===== config.mk =====
export PLATFORM = sky130hd
export DESIGN_NAME = vend_txn_ctrl
export DESIGN_NICKNAME = d
export VERILOG_FILES = /design/src/rtl/vend_pkg.sv /design/src/rtl/vend_change_pick.sv /design/src/rtl/vend_txn_ctrl.sv
export SDC_FILE = /design/constraint.sdc
export NUM_CORES = 1
export LEC_CHECK = 0
export ABC_AREA = 0
export CAP_MARGIN = 20
export CORE_MARGIN = 4
export CORE_UTILIZATION = 60
export CTS_CLUSTER_SIZE = 25
export DETAILED_ROUTE_END_ITERATION = 10
export PLACE_DENSITY = 0.9
export SYNTH_ARGS = -nofsm -noshare
export SYNTH_HDL_FRONTEND = slang
export SYNTH_SLANG_ARGS = --single-unit

===== constraint.sdc =====
create_clock -name clk -period 5.46 [get_ports clk]
set_input_delay 0.819 -clock clk [delete_from_list [all_inputs] [get_ports clk]]
set_output_delay 0.819 -clock clk [all_outputs]
set_load 0.005 [all_outputs]

===== src/rtl/vend_pkg.sv =====
// Shared types and constants for the vending transaction controller.
package vend_pkg;

  typedef enum logic [1:0] {
    ST_IDLE,
    ST_COLLECT,
    ST_VEND,
    ST_CHANGE
  } state_t;

  typedef logic [3:0] coin_t;
  typedef logic [1:0] prod_id_t;
  typedef logic [6:0] credit_t;

  localparam coin_t COIN_1  = 4'd1;
  localparam coin_t COIN_5  = 4'd5;
  localparam coin_t COIN_10 = 4'd10;

endpackage


===== src/rtl/vend_change_pick.sv =====
// Greedy change selector: largest coin from {10, 5, 1} not exceeding credit.
module vend_change_pick
  import vend_pkg::*;
#(
  parameter int CREDIT_W = 7
) (
  input  logic [CREDIT_W-1:0] credit,
  output coin_t               coin
);

  always_comb begin
    coin = '0;
    if (credit >= CREDIT_W'(COIN_10))
      coin = COIN_10;
    else if (credit >= CREDIT_W'(COIN_5))
      coin = COIN_5;
    else if (credit >= CREDIT_W'(COIN_1))
      coin = COIN_1;
  end

endmodule


===== src/rtl/vend_txn_ctrl.sv =====
// Vending transaction controller: credit accumulation, product vend and
// coin-by-coin change return. Every output is a register.
module vend_txn_ctrl
  import vend_pkg::*;
#(
  parameter int CREDIT_W    = 7,
  parameter int MAX_CREDIT  = 50,
  parameter int PRICE_0     = 7,
  parameter int PRICE_1     = 12,
  parameter int PRICE_2     = 15,
  parameter int PRICE_3     = 20,
  parameter int TIMEOUT_CYC = 1000
) (
  input  logic                clk,
  input  logic                rst_n,
  input  logic                coin_strobe,
  input  logic                coin_valid,
  input  logic [3:0]          coin_value,
  input  logic                sel_strobe,
  input  logic [1:0]          sel_id,
  input  logic                cancel,
  output logic [CREDIT_W-1:0] credit,
  output logic                coin_reject,
  output logic                dispense,
  output logic [1:0]          dispense_id,
  output logic                short_funds,
  output logic                change_valid,
  output logic [3:0]          change_coin,
  input  logic                change_ready,
  output logic                busy
);

  localparam int SUM_W = CREDIT_W + 1;
  localparam int TMR_W = $clog2(TIMEOUT_CYC + 1);
  localparam logic [TMR_W-1:0] TMR_LAST = TMR_W'(TIMEOUT_CYC - 1);

  if ((PRICE_0 > MAX_CREDIT) || (PRICE_1 > MAX_CREDIT) ||
      (PRICE_2 > MAX_CREDIT) || (PRICE_3 > MAX_CREDIT) ||
      (MAX_CREDIT >= (2 ** CREDIT_W))) begin : g_cfg_error
    $error("vend_txn_ctrl: price above MAX_CREDIT or MAX_CREDIT too wide");
  end

  function automatic logic [CREDIT_W-1:0] price_of(input prod_id_t id);
    case (id)
      2'd0:    return CREDIT_W'(PRICE_0);
      2'd1:    return CREDIT_W'(PRICE_1);
      2'd2:    return CREDIT_W'(PRICE_2);
      default: return CREDIT_W'(PRICE_3);
    endcase
  endfunction

  state_t              state, state_next;
  logic [TMR_W-1:0]    tmr, tmr_next;
  logic [CREDIT_W-1:0] credit_next, price_sel;
  logic                reject_next, disp_next, short_next, coin_ok;
  logic [1:0]          disp_id_next;
  coin_t               pick_coin, change_coin_next;
  logic                change_valid_next, busy_next;

  assign price_sel = price_of(sel_id);
  assign coin_ok   = coin_strobe && coin_valid &&
                     (({1'b0, credit} + SUM_W'(coin_value)) <= SUM_W'(MAX_CREDIT));

  always_comb begin
    state_next   = state;
    credit_next  = credit;
    tmr_next     = tmr;
    reject_next  = 1'b0;
    disp_next    = 1'b0;
    disp_id_next = '0;
    short_next   = 1'b0;
    case (state)
      ST_IDLE: begin
        if (coin_ok) begin
          credit_next = credit + CREDIT_W'(coin_value);
          tmr_next    = '0;
          state_next  = ST_COLLECT;
        end else begin
          reject_next = coin_strobe;
        end
      end
      ST_COLLECT: begin
        // Priority cancel > select > coin; a coin losing arbitration bounces.
        if (cancel) begin
          reject_next = coin_strobe;
          tmr_next    = '0;
          state_next  = (credit != '0) ? ST_CHANGE : ST_IDLE;
        end else if (sel_strobe) begin
          reject_next = coin_strobe;
          tmr_next    = '0;
          if (credit >= price_sel) begin
            credit_next  = credit - price_sel;
            disp_next    = 1'b1;
            disp_id_next = sel_id;
            state_next   = ST_VEND;
          end else begin
            short_next = 1'b1;
          end
        end else if (coin_ok) begin
          credit_next = credit + CREDIT_W'(coin_value);
          tmr_next    = '0;
        end else begin
          reject_next = coin_strobe;
          if (tmr == TMR_LAST) begin
            tmr_next   = '0;
            state_next = (credit != '0) ? ST_CHANGE : ST_IDLE;
          end else begin
            tmr_next = tmr + 1'b1;
          end
        end
      end
      ST_VEND: begin
        reject_next = coin_strobe;
        state_next  = (credit != '0) ? ST_CHANGE : ST_IDLE;
      end
      default: begin
        reject_next = coin_strobe;
        if (change_valid && change_ready) begin
          credit_next = credit - CREDIT_W'(change_coin);
          if (credit == CREDIT_W'(change_coin))
            state_next = ST_IDLE;
        end
      end
    endcase
  end

  // Coin offer follows the post-update credit, so it holds while the hopper stalls.
  vend_change_pick #(.CREDIT_W(CREDIT_W)) u_pick (
    .credit (credit_next),
    .coin   (pick_coin)
  );

  assign change_valid_next = (state_next == ST_CHANGE);
  assign change_coin_next  = change_valid_next ? pick_coin : '0;
  assign busy_next         = (state_next == ST_VEND) || (state_next == ST_CHANGE);

  always_ff @(posedge clk or negedge rst_n) begin
    if (!rst_n) begin
      state        <= ST_IDLE;
      tmr          <= '0;
      credit       <= '0;
      coin_reject  <= 1'b0;
      dispense     <= 1'b0;
      dispense_id  <= '0;
      short_funds  <= 1'b0;
      change_valid <= 1'b0;
      change_coin  <= '0;
      busy         <= 1'b0;
    end else begin
      state        <= state_next;
      tmr          <= tmr_next;
      credit       <= credit_next;
      coin_reject  <= reject_next;
      dispense     <= disp_next;
      dispense_id  <= disp_id_next;
      short_funds  <= short_next;
      change_valid <= change_valid_next;
      change_coin  <= change_coin_next;
      busy         <= busy_next;
    end
  end

endmodule


# Yosys cells after proc, flatten, opt, wreduce, memory -nomap -nowiden
# Cells that the tools add are included.
# classes
eq_ne	9
n_mux	43
addsub	5
n_reduce_logical	9
order_cmp	5
# op_table
cell	count
10-bit 2-to-1 mux	5
7-bit 2-to-1 mux	5
2-bit 2-to-1 mux	13
7-bit one-hot mux with 3 select lines	1
10-bit one-hot mux with 2 select lines	1
5-bit one-hot mux with 3 select lines	1
1-bit 2-to-1 mux	12
4-bit 2-to-1 mux	3
10-bit by 1-bit adder with 10-bit output, second input constant	1
10-bit equality test, second input constant	1
7-bit by 4-bit adder with 8-bit output	1
2-bit equality test, second input constant	4
8-bit by 6-bit <= comparator with 1-bit output, second input constant	1
7-bit by 4-bit adder with 7-bit output	1
7-bit by 4-bit equality test with 1-bit output	1
7-bit by 1-bit greater-or-equal comparator with 1-bit output, second input constant	1
7-bit by 3-bit greater-or-equal comparator with 1-bit output, second input constant	1
7-bit by 4-bit greater-or-equal comparator with 1-bit output, second input constant	1
7-bit greater-or-equal comparator	1
7-bit nonzero test	1
7-bit by 4-bit subtractor with 7-bit output	1
7-bit subtractor	1
2-bit one-hot mux with 3 select lines	1
2-bit by 1-bit equality test with 1-bit output, second input constant	2
other kinds (7)	10
# totals
word_cells	81
register_bits	30
output_inout_bits	18
in_bits	13

# Depth between registers and ports, before layout
# Gate-level depths: netlist (run 1).
# depth
depth_word	12
ltp_mapped	14
ltp_nobuf	13

# By module
# A second synthesis (run 1) with hierarchy kept.
# hier_totals
hier_cells	317
hier_area_um2	2623.8
# by_module_without_submodules
module	area_each_um2	instances	seq_area_each_um2	cells_each
vend_txn_ctrl	2567.5	1	750.7	307
vend_change_pick	56.3	1	0.0	10

# Worst setup path after synthesis (run 1)
# OpenSTA, ideal clock, no wires.
# synth_timing
path_type	input-to-reg
start	in coin_value[0]
end	reg change_coin[2]
slack_ns	1.715
t_arrival_ns	3.668
setup_ns	0.077
path_stages	12
required_time_ns	5.383
path_buffers	0
cell_sequence	ha_1 -> inv_1 -> fa_1 -> nand2b_1 -> a2111o_1 -> o21a_1 -> a31oi_2 -> nand2_2 -> or4_1 -> a32o_2 -> or3_1 -> a21oi_1
# synth_via
elab_chain_cells	11
word_cells_on_any_way	19
classes_between	2 x add/sub; 3 x order compare; 1 x eq/ne; 12 x mux; 1 x reduce/logical
# synth_lines
element	line	text
start: declaration	vend_txn_ctrl.sv:18	input logic [3:0] coin_value,
7-bit by 4-bit adder with 8-bit output	vend_txn_ctrl.sv:62	(({1'b0, credit} + SUM_W'(coin_value)) <= SUM_W'(MAX_CREDIT));
8-bit by 6-bit <= comparator with 1-bit output	vend_txn_ctrl.sv:62	
1-bit logical AND	vend_txn_ctrl.sv:61	assign coin_ok = coin_strobe && coin_valid &&
7-bit 2-to-1 mux *	vend_txn_ctrl.sv:74, vend_txn_ctrl.sv:99	
7-bit 2-to-1 mux	vend_txn_ctrl.sv:88	end else if (sel_strobe) begin
7-bit 2-to-1 mux	vend_txn_ctrl.sv:84	if (cancel) begin
7-bit one-hot mux with 3 select lines *	vend_txn_ctrl.sv:72	case (state)
via credit_next[2]	vend_txn_ctrl.sv:54	logic [CREDIT_W-1:0] credit_next, price_sel;
7-bit by 3-bit greater-or-equal comparator with 1-bit output	vend_change_pick.sv:15	else if (credit >= CREDIT_W'(COIN_5))
4-bit 2-to-1 mux	vend_change_pick.sv:15	
4-bit 2-to-1 mux *	vend_change_pick.sv:13	if (credit >= CREDIT_W'(COIN_10))
4-bit 2-to-1 mux *	vend_txn_ctrl.sv:134	assign change_coin_next = change_valid_next ? pick_coin : '0;
via change_coin_next[2]	vend_txn_ctrl.sv:57	coin_t pick_coin, change_coin_next;
end signal: assignment	vend_txn_ctrl.sv:158	change_coin <= change_coin_next;
end: declaration	vend_txn_ctrl.sv:28	output logic [3:0] change_coin,
# The timed path passes the listed nets; every way through them passes the cells marked *.
# A chain may end at the register's enable or synchronous reset.

# Worst setup path in the final report (run 1)
# layout_timing
start	in coin_value[0]
end	reg change_coin[0]
# layout_via
elab_chain_cells	12
word_cells_on_any_way	21
classes_between	2 x add/sub; 4 x order compare; 1 x eq/ne; 13 x mux; 1 x reduce/logical
# layout_lines
element	line	text
7-bit by 4-bit adder with 8-bit output	vend_txn_ctrl.sv:62	
8-bit by 6-bit <= comparator with 1-bit output	vend_txn_ctrl.sv:62	
1-bit logical AND	vend_txn_ctrl.sv:61	
7-bit 2-to-1 mux *	vend_txn_ctrl.sv:74, vend_txn_ctrl.sv:99	
7-bit 2-to-1 mux	vend_txn_ctrl.sv:88	
7-bit 2-to-1 mux	vend_txn_ctrl.sv:84	
7-bit one-hot mux with 3 select lines *	vend_txn_ctrl.sv:72	
via credit_next[2]	vend_txn_ctrl.sv:54	
7-bit by 1-bit greater-or-equal comparator with 1-bit output	vend_change_pick.sv:17	else if (credit >= CREDIT_W'(COIN_1))
1-bit 2-to-1 mux	vend_change_pick.sv:17	
4-bit 2-to-1 mux	vend_change_pick.sv:15	
4-bit 2-to-1 mux *	vend_change_pick.sv:13	
4-bit 2-to-1 mux *	vend_txn_ctrl.sv:134	
via change_coin_next[0]	vend_txn_ctrl.sv:57	
# Marked as above.

==> results of run 1 <==
==> where the power goes <==
group	internal [mW]	switching [mW]
Combinational	0.455	0.594
Sequential	0.258	0.156
Clock	0.0982	0.0639
Total	0.811	0.814
==> layer usage <==
layer	global-route usage (%)	share of wire, %
met1	38.7	42
met3	4.24	8.1
met4	10.1	3.5
met2	44.2	47
met5	0	0
==> worst paths after layout <==
check / start / slack, ps / to
worst max-delay path: coin_value[0] / 1050 / change_coin[0]
worst min-delay path: tmr[7] / 520 / tmr[7]
worst max register to register: credit[1] / 1340 / change_coin[0]
worst min register to register: tmr[7] / 520 / tmr[7]
max in group asynchronous: rst_n / 4290 / tmr[2]
min in group asynchronous: rst_n / 910 / credit[0]
==> sequential cells by signal, summed over array words and instances (netlist names) <==
register      cells
tmr              10
credit            7
change_coin       3
dispense_id       2
busy              1
change_valid      1
coin_reject       1
dispense          1
short_funds       1
state             1
==> area by class of cell <==
cell class / count / area, sq um / share of cell area (%)
Clock inverter: 1 / 30.0 / 1.01
Tap cell: 50 / 62.6 / 2.11
Clock buffer: 3 / 41.3 / 1.39
Inverter: 21 / 78.8 / 2.66
Sequential cell: 28 / 701 / 23.6
Timing Repair Buffer: 31 / 308 / 10.4
Multi-Input combinational cell: 264 / 1740 / 58.8
==> worst max-delay path: cells and delay by family <==
kind	cells	cell delay, ps
and+or+nand+nor	4	1140
buffers and inverters	2	520
adders and majority gates	2	570
AOI/OAI and AO/OA	5	1550
==> cell usage in the layout (no fill, tap or decap), drive strengths merged, types with 3 or more instances in the layout <==
cell type       n
a211oi          3
a21o            5
a21oi          14
a221oi          4
a31oi           8
and2            5
and3            8
and3b           3
clkbuf          3
clkdlybuf4s50  30
dfrtp          28
fa              3
ha             14
inv            21
mux2i           4
nand2          32
nand2b         10
nand3           6
nand4           4
nand4b          3
nor2           30
nor2b           8
nor3            7
nor3b           4
nor4            5
o211ai          3
o21a            4
o21ai          31
o31ai           7
or3             3
or4             3
xnor2           7
==> cells by family after synthesis <==
group | Yosys count
multiplexers | 4
AO/OA/AOI/OAI | 100
buffers and inverters | 37
XOR/XNOR | 9
adder cells (fa/ha/maj) | 17
flip-flops | 28
AND/OR/NAND/NOR | 134
==> metrics.md, run 1 <==
| Metric | Value |
|---|---|
| Status | finished clean |
| Post-synthesis simple-gate area fraction | approximately 27% |
| Commonest cells post-synth | 31 x nand2_1, 31 x o21ai_0, 30 x nor2_1 |
| Post-Synth Adder-Cell Area | between 9 and 10% |
| Element type at the critical path end | flip-flop |
| Std cell rows | 23 |
| Post-synthesis register bit count | 28 |
| Unrepaired setup endpoints after global routing | false |
| Post-synth EDFFs | 0 |
| Slowest CP cell | clkdlybuf4s50_1 |
| CP Cell Sequence | clkdlybuf4s50_1 -> ha_1 -> inv_1 -> fa_1 -> nand2b_1 -> a2111o_1 -> o21a_1 -> a31oi_2 -> nand2_2 -> or4_1 -> a32o_2 -> o21ai_0 -> nor3b_1 |
| Synth area leaders | dfrtp_1 27%, ha_1 6.8%, o21ai_0 6.0%, nand2_1 4.5%, nor2_1 4.3% |
| Hold slack | approximately 520 ps |
| Synth unique cells | 58 |
| Post-route cell area | 2960 sq um |
| Place WS | 861 ps |
| Largest fanout on the critical path | 13 |
| Dpl hpwl | 5350 um |
| Clock-pin slew on the worst setup and hold paths | 90 ps |
| First-pass GRT wire length | roughly 12,000 um |
| Initial detailed-routing violation count | 251 |
| Synth warn | 0 |
| Post-placement cell area | about 2900 sq um |
| Syn Std Cell Area | 2590 sq um |
| Setup WS post-layout | 1050 ps |
| Nets | around 380 |
| IO Port Bufs | 30 |
| Critical Path RT | ~5600 ps |
| Yosys top cell area share | 27.1% |
| Root Driver | clkbuf_8 |
| Cell count after synthesis | 329 |
| Worst stage delay on the critical path | roughly 460 ps |
| Tot Pwr | 1.62 mW |
| Die height | between 70 and 80 um |
| Total track usage | 28.0% |
| # DRC | 0 |
| Combinational family with the most area after synthesis | simple AND/OR/NAND/NOR gates |
| Synth Area in XOR/XNOR | under 10% |
| Initial antenna violation count | 0 |
| Count of pins over their slew limit | 0 |
| Post-Route WL | 7210 um |
| # hold bufs at CTS | 0 |
| Top_reg_cell synth | dfrtp_1 |
| Clk_lat worst skew | 270 ps |
| CTS-repair resized insts | 0 |
| Post-synth top area cell | dfrtp_1 |
| CP startpoint kind | primary input |
| Syn Nets | about 360 |
| CTS H-tree lvls | 1 |
| Synth Area in Compound Gates | 26.6% |
| Worst-Margin Slew | 926 ps |
| Hold crit path type | reg -> reg |
| DR vias | 2,693 |
| Die Wd | between 70 and 80 um |
| Peak supply drop | 0.410 mV |
| Fin cells | 398 |
| Critical path arrival | 4600 ps |
| Max Clk Rate | 227 MHz |
| Final Skew | 2.83 ps |
| Worst reg2reg path depth | 11 |
| Congestion Overflow GR | 0 |
| Hold path depth | 1 |
| N_diodes | 0 |
| Drt first pass iters | 7 |
| CORE AREA | 4090 sq um |
| CTS Buffer Depth | 2 |
| Post-synthesis mux area share | 1.55% |
| CTS tree | yes |
| Placer Congestion | 0.990 |
| Max-slew headroom | 38.2% |
| Post-CTS Setup Inserts | 0 |
| Vias in the first global route | 2,478 |
| Antenna violation net count after detailed routing | 0 |
| Mapped Avg Cell Area | 7.87 sq um |
| Hold Violations, Final | 0 |
| Number of buffers created by CTS | 3 |
| Fin Setup TNS | 0 ps |
| Placed cells | 394 |
| Fillers | 317 |
| Post-DR wirelength/cell | 18.1 um |
| Clock Sinks | 28 |
| Share of async-settable or async-resettable flops after synthesis | 100% |
| Largest net degree at the start of global routing | 32 |
| Layout cells sized above 1 | roughly 3.2% |
| Final Util | slightly above 70% |
| Max Cap Viol | 0 |
| LEAKAGE | between 1 and 1.5 nW |
| Sequential fraction of the synthesis area | 27.1% |
| Setup Viol. Count Final | 0 |
| I/O pin total | 31 |
| Post-layout min period | 4410 ps |
| Initial Utilization | 63.4% |
| Die Area | roughly 5400 sq um |
| DR vias/cell | 6.77 |
| Setup Crit Path Kind | in -> reg |
| Power Density | 548 nW/um^2 |
| Area grow syn2layout | 14.4% |
| Fin crit share | 80.9% |
Note: power is estimated with default switching activity, not from simulation.
==> run 2, diff against run 1 <==
CORE_UTILIZATION = 57   (was 60)
PLACE_DENSITY = 0.86   (was 0.9)
clock period = 4.1 ns   (was 5.46 ns; I/O delays follow)
==> run 2 against run 1 <==
  * First-iteration DRC count is 22% higher
  * Critical path depth stayed put
  * Power is 40% higher
  * Sequential share of layout area is 1.1 points lower
  * Routed wire length is 0.33% lower
  * Flip-flop and latch count stayed put
  * Clock-buffer cell count stayed put
  * Clock power is 38% higher
  * Cell area is 4.8% higher
  * Cell count is 4.5% higher
  * Core utilization is 1.7 points lower
  * Register-to-register slack worse by 700 ps
  * Critical endpoint is now change_coin[2]
  * Largest power group unchanged
  * Highest routed layer unchanged
==> metrics.md, run 2 (synthesis gave the netlist of run 1 again) <==
| Metric | Value |
|---|---|
| Post-route cell area | 3110 sq um |
| Initial Utilization | 59.1% |
| Std cell rows | 24 |
| Layout cells sized above 1 | 7.42% |
| Top reg by flops | tmr |
| Max Clk Rate | approximately 260 MHz |
| First-pass GRT wire length | 11,600 um |
| Nets | roughly 400 |
| Largest fanout on the critical path | 5 |
| Initial detailed-routing violation count | around 310 |
| Hold crit path type | reg -> reg |
| Critical Path RT | 4300 ps |
| Drt first pass iters | 6 |
| Peak supply drop | around 0.50 mV |
| # DRC | 0 |
| Switching part of the total | 48.4% |
| CP startpoint kind | primary input |
| Vias in the first global route | 2,437 |
| Setup Crit Path Kind | in -> reg |
| Die Area | 5690 sq um |
| CTS-repair resized insts | 0 |
| Sw power | 1.10 mW |
| Unrepaired setup endpoints after global routing | false |
| Flop pwr share | 22.3% |
| Number of buffers created by CTS | 3 |
| Fin Setup TNS | 0 ps |
| Fillers | 366 |
| Count of pins over their slew limit | 0 |
| Post-layout min period | just under 4000 ps |
| Fin crit share | 94.7% |
| CTS tree | yes |
| CORE AREA | roughly 4400 sq um |
| # hold bufs at CTS | 0 |
| CTS H-tree lvls | 1 |
| Worst-Margin Slew | 912 ps |
| Post-Route WL | a little over 7000 um |
| Placer Congestion | 0.955 |
| Final Util | slightly above 70% |
| Element type at the critical path end | flip-flop |
| Die Wd | 75.4 um |
| Clock Power Share | about 9.9% |
| Max-slew headroom | 39.2% |
| Commonest cells after routing, fill and taps aside | 31 x nand2_1, 31 x o21ai_0, 30 x nor2_1, 30 x clkdlybuf4s50_1, 28 x dfrtp_1 |
| Power Density | 731 nW/um^2 |
| DR vias/cell | 6.55 |
| Root Driver | clkbuf_8 |
| CTS Buffer Depth | 2 |
| Comb power frac | 67.8% |
| Clk_lat worst skew | around 280 ps |
| Critical path arrival | 4090 ps |
| LEAKAGE | ~1.4 nW |
| Post-DR wirelength/cell | 17.3 um |
| Clock Sinks | 28 |
| Area grow syn2layout | 20.0% |
| Congestion Overflow GR | 0 |
| DR vias | around 2,700 |
| Initial antenna violation count | 0 |
| Clock-pin slew on the worst setup and hold paths | 110 ps |
| Max Cap Viol | 0 |
| Dpl hpwl | 5490 um |
| I/O pin total | 31 |
| Hold slack | 518 ps |
| Post-placement cell area | 3040 sq um |
| Final Skew | 8.49 ps |
| Max reg flops | 10 |
| Die height | 75.4 um |
| Hold Violations, Final | 0 |
| Total track usage | 26.6% |
| Post-CTS Setup Inserts | 0 |
| IO Port Bufs | 30 |
| Internal power | 1.17 mW |
| Setup Viol. Count Final | 0 |
| Largest regs | tmr (10), credit (7), change_coin (3) |
| Status | finished clean |
| Largest net degree at the start of global routing | 32 |
| N_diodes | 0 |
| Antenna violation net count after detailed routing | 0 |
-- run 2: changes by cell type in the layout (fill, tap and decap cells not counted), sizes merged --
cell | previous run | this run
buf | 1 | 17
-- run 2: per-layer routing --
metal  wire, um  global-route usage (%)  vias up
li1           -                       -     1275
met1       3050                    37.9     1266
met2       3210                    40.5      153
met3        723                    5.94       30
met4        201                    7.77        0
met5          0                       0        -
-- run 2: final timing paths --
check / from / to / slack, ps / cells after the start
worst max-delay path: coin_value[0] / change_coin[2] / 220 / 13
worst min-delay path: tmr[7] / tmr[7] / 520 / 1
worst max register to register: credit[2] / change_coin[2] / 640 / 10
worst min register to register: tmr[7] / tmr[7] / 520 / 1
max in group asynchronous: rst_n / tmr[0] / 2870 / 3
min in group asynchronous: rst_n / dispense_id[1] / 640 / 1
-- run 2: final cells by class --
class / instances / area, sq um / area share (%)
Multi-Input combinational cell: 264 / 1740 / 56.1
Inverter: 21 / 78.8 / 2.54
Clock inverter: 1 / 30.0 / 0.967
Sequential cell: 28 / 701 / 22.6
Timing Repair Buffer: 47 / 448 / 14.4
Clock buffer: 3 / 41.3 / 1.33
Tap cell: 52 / 65.1 / 2.09
-- run 2: power groups by stage --
| stage | sequential (mW) | clock (mW) | combinational, mW |
|---|---|---|---|
| global route | 0.517 | 0.238 | 1.68 |
| CTS | 0.497 | 0.223 | 1.51 |
| global placement | 0.504 | 0 | 1.45 |
| floorplan | 0.414 | 0 | 1.07 |
| finish | 0.507 | 0.224 | 1.54 |
| detailed placement | 0.504 | 0 | 1.49 |
-- run 2: stage by stage --
step	power, mW	setup WS, ps	std cells
after global placement	1.95	78.0	411
after CTS	2.23	223	416
after detailed placement	2.00	-24.3	412
after floorplan	1.48	559	329
final	2.27	218	416
after global routing	2.43	50.9	416
-- run 2: critical path: stages --
cell and delay, ps:
clkdlybuf4s50_1 460, ha_1 170, inv_1 60, fa_1 410, nand2b_1 200, a2111o_1 460
o22a_1 220, a31oi_4 170, nand2_2 90, or4_1 410, a32o_2 310, or3_1 370
a21oi_1 150
==> run 3, diff against run 2 <==
SLEW_MARGIN = 10   (was not set)
==> run 3 against run 2 <==
  * Worst setup slack got worse by 2.6 ps
  * Global-route usage grew 0.47 points
  * Hold slack worse by 3.5 ps
  * Register-to-register slack about the same
  * Power is essentially flat
  * Sequential power is essentially flat
  * Routed wire length up 1.6%
  * Clock-buffer cell count did not move
  * First-iteration DRC count is 57% higher
  * Flip-flop and latch count stayed put
==> metrics.md, run 3 (synthesis gave the netlist of run 1 again) <==
| Metric | Value |
|---|---|
| Fillers | roughly 360 |
| Unrepaired setup endpoints after global routing | false |
| Drt first pass iters | 8 |
| Min-delay src | tmr[7] |
| Placed cells | 412 |
| CP startpoint kind | primary input |
| Vias in the first global route | ~2,400 |
| Power Density | 734 nW/um^2 |
| Die Wd | ~75 um |
| Clk_lat worst skew | between 200 and 300 ps |
| # DRC | 0 |
| Dpl hpwl | between 5000 and 6000 um |
| Post-route cell area | just over 3000 sq um |
| Element type at the critical path end | flip-flop |
| Worst reg2reg path depth | 12 |
| Switching part of the total | roughly 48% |
| R2r setup slk | 630 ps |
| WP buf/inv | 2 |
| Sw power | 1.10 mW |
| IO Port Bufs | 30 |
| Hold crit path type | reg -> reg |
| Setup Crit Path Kind | in -> reg |
| Total track usage | about 27% |
| Worst-Margin Slew | 887 ps |
| Final Util | 70.6% |
| Post-DR wirelength/cell | roughly 18 um |
| Root Driver | clkbuf_8 |
| Initial antenna violation count | 0 |
| Max reg flops | 10 |
| Initial detailed-routing violation count | 480 |
| Commonest cells after routing, fill and taps aside | 31 x nand2_1, 31 x o21ai_0, 30 x nor2_1, 30 x clkdlybuf4s50_1, 28 x dfrtp_1 |
| CTS H-tree lvls | 1 |
| Top reg by flops | tmr |
| Antenna violation net count after detailed routing | 0 |
| Hold path depth | 1 |
| LEAKAGE | 1.36 nW |
| CORE AREA | 4380 sq um |
| Flop pwr share | 22.2% |
| Fin cells | 416 |
| Layout cells sized above 1 | under 10% |
| Clock Power Share | about a tenth |
| Die height | 75.4 um |
| Die Area | around 5700 sq um |
| N_diodes | 0 |
| # hold bufs at CTS | 0 |
| Worst path top cell family by delay | compound AO/OA/AOI/OAI gates |
| I/O pin total | 31 |
| Largest net degree at the start of global routing | 32 |
| Min-Delay Endpoint | tmr[7] |
| Number of buffers created by CTS | 3 |
| Post-Route WL | 7300 um |
| Worst reg2reg path startpoint | credit[0] |
| Max-slew headroom | 40.9% |
| First-pass GRT wire length | approximately 12,000 um |
| CP Cell Sequence | clkdlybuf4s50_1 -> ha_1 -> inv_1 -> fa_1 -> nand2b_1 -> a2111o_1 -> o22a_1 -> a31oi_4 -> nand2_2 -> or4_1 -> a32o_2 -> or3_1 -> a21oi_1 |
| Congestion Overflow GR | 0 |
| Fin crit share | 94.7% |
| Setup Viol. Count Final | 0 |
| Status | finished clean |
| Count of pins over their slew limit | 0 |
| Placer Congestion | 0.955 |
| Internal power | around 1.2 mW |
| DR vias | between 2,000 and 3,000 |
| Comb power frac | between 60% and 70% |
| Post-layout min period | just under 4000 ps |
| Largest fanout on the critical path | 5 |
| Worst stage delay on the critical path | between 400 and 500 ps |
| Post-placement cell area | 3020 sq um |
| Critical Path RT | 4310 ps |
| CTS tree | yes |
| DR vias/cell | approximately 6.6 |
| Initial Utilization | 59.1% |
| Clock Sinks | 28 |
| Peak supply drop | 0.481 mV |
| Largest regs | tmr (10), credit (7), change_coin (3) |
| Max Clk Rate | between 200 and 300 MHz |
| Critical path arrival | 4090 ps |
| Slowest CP cell | clkdlybuf4s50_1 |
| Clock-pin slew on the worst setup and hold paths | 100 ps |
| CTS Buffer Depth | 2 |
| Hold Violations, Final | 0 |
| Nets | 395 |
| Area grow syn2layout | 19.5% |
| Std cell rows | 24 |
| Fin Setup TNS | 0 ps |
| Final Skew | around 5 ps |
| Post-CTS Setup Inserts | 0 |
| Critical R2R Capture | change_coin[2] |
| Hold slack | around 510 ps |
| Max Cap Viol | 0 |
| CTS-repair resized insts | 0 |
## run 3: cell counts in the layout (fill, tap and decap cells not counted)
No cell type changed its count.
## run 3: cell type report
class	count	area [sq um]	share of cell area [%]
Sequential cell	28	701	22.6
Timing Repair Buffer	47	435	14.1
Tap cell	52	65.1	2.10
Inverter	21	78.8	2.55
Multi-Input combinational cell	264	1740	56.3
Clock inverter	1	30.0	0.970
Clock buffer	3	41.3	1.33
## run 3: worst reg2reg max path: cells and delay by family (launching register included)
| kind | cells | cell delay (ps) |
|---|---|---|
| AND/OR/NAND/NOR | 4 | 1070 |
| buffers and inverters | 1 | 60 |
| AO/OA/AOI/OAI | 5 | 1310 |
| flip-flops | 1 | 370 |
| adder cells (fa/ha/maj) | 2 | 590 |
## run 3: metal layers
metal,up-vias,part of all wire (%),routed length (um),track usage (%)
li1,1268,-,-,-
met1,1234,42,3080,38.0
met2,181,43,3150,40.7
met3,47,10,735,5.28
met4,0,4.7,344,11.7
met5,-,0,0,0
## run 3: through the flow
stage	setup slack [ps]	power (mW)
2_1_floorplan	559	1.48
3_3_place_gp	78.0	1.95
6_report	216	2.27
4_1_cts	218	2.23
5_1_grt	39.2	2.44
3_5_place_dp	-29.5	1.99
## run 3: how the worst max path moves through the flow
stage                       start  slack (ps)              to  cells after the start
floorplan           coin_value[0]         560  change_coin[2]                     12
global placement    coin_value[0]          80  change_coin[2]                     13
detailed placement  coin_value[0]         -30  change_coin[2]                     13
CTS                 coin_value[0]         220  change_coin[2]                     13
global route        coin_value[0]          40  change_coin[0]                     15
finish              coin_value[0]         220  change_coin[2]                     13
## run 3: power groups by stage
stage | Clock [mW] | Combinational [mW] | Sequential, mW
2_1_floorplan | 0 | 1.07 | 0.414
3_3_place_gp | 0 | 1.45 | 0.504
3_5_place_dp | 0 | 1.49 | 0.502
4_1_cts | 0.223 | 1.51 | 0.497
5_1_grt | 0.235 | 1.69 | 0.518
6_report | 0.223 | 1.54 | 0.505
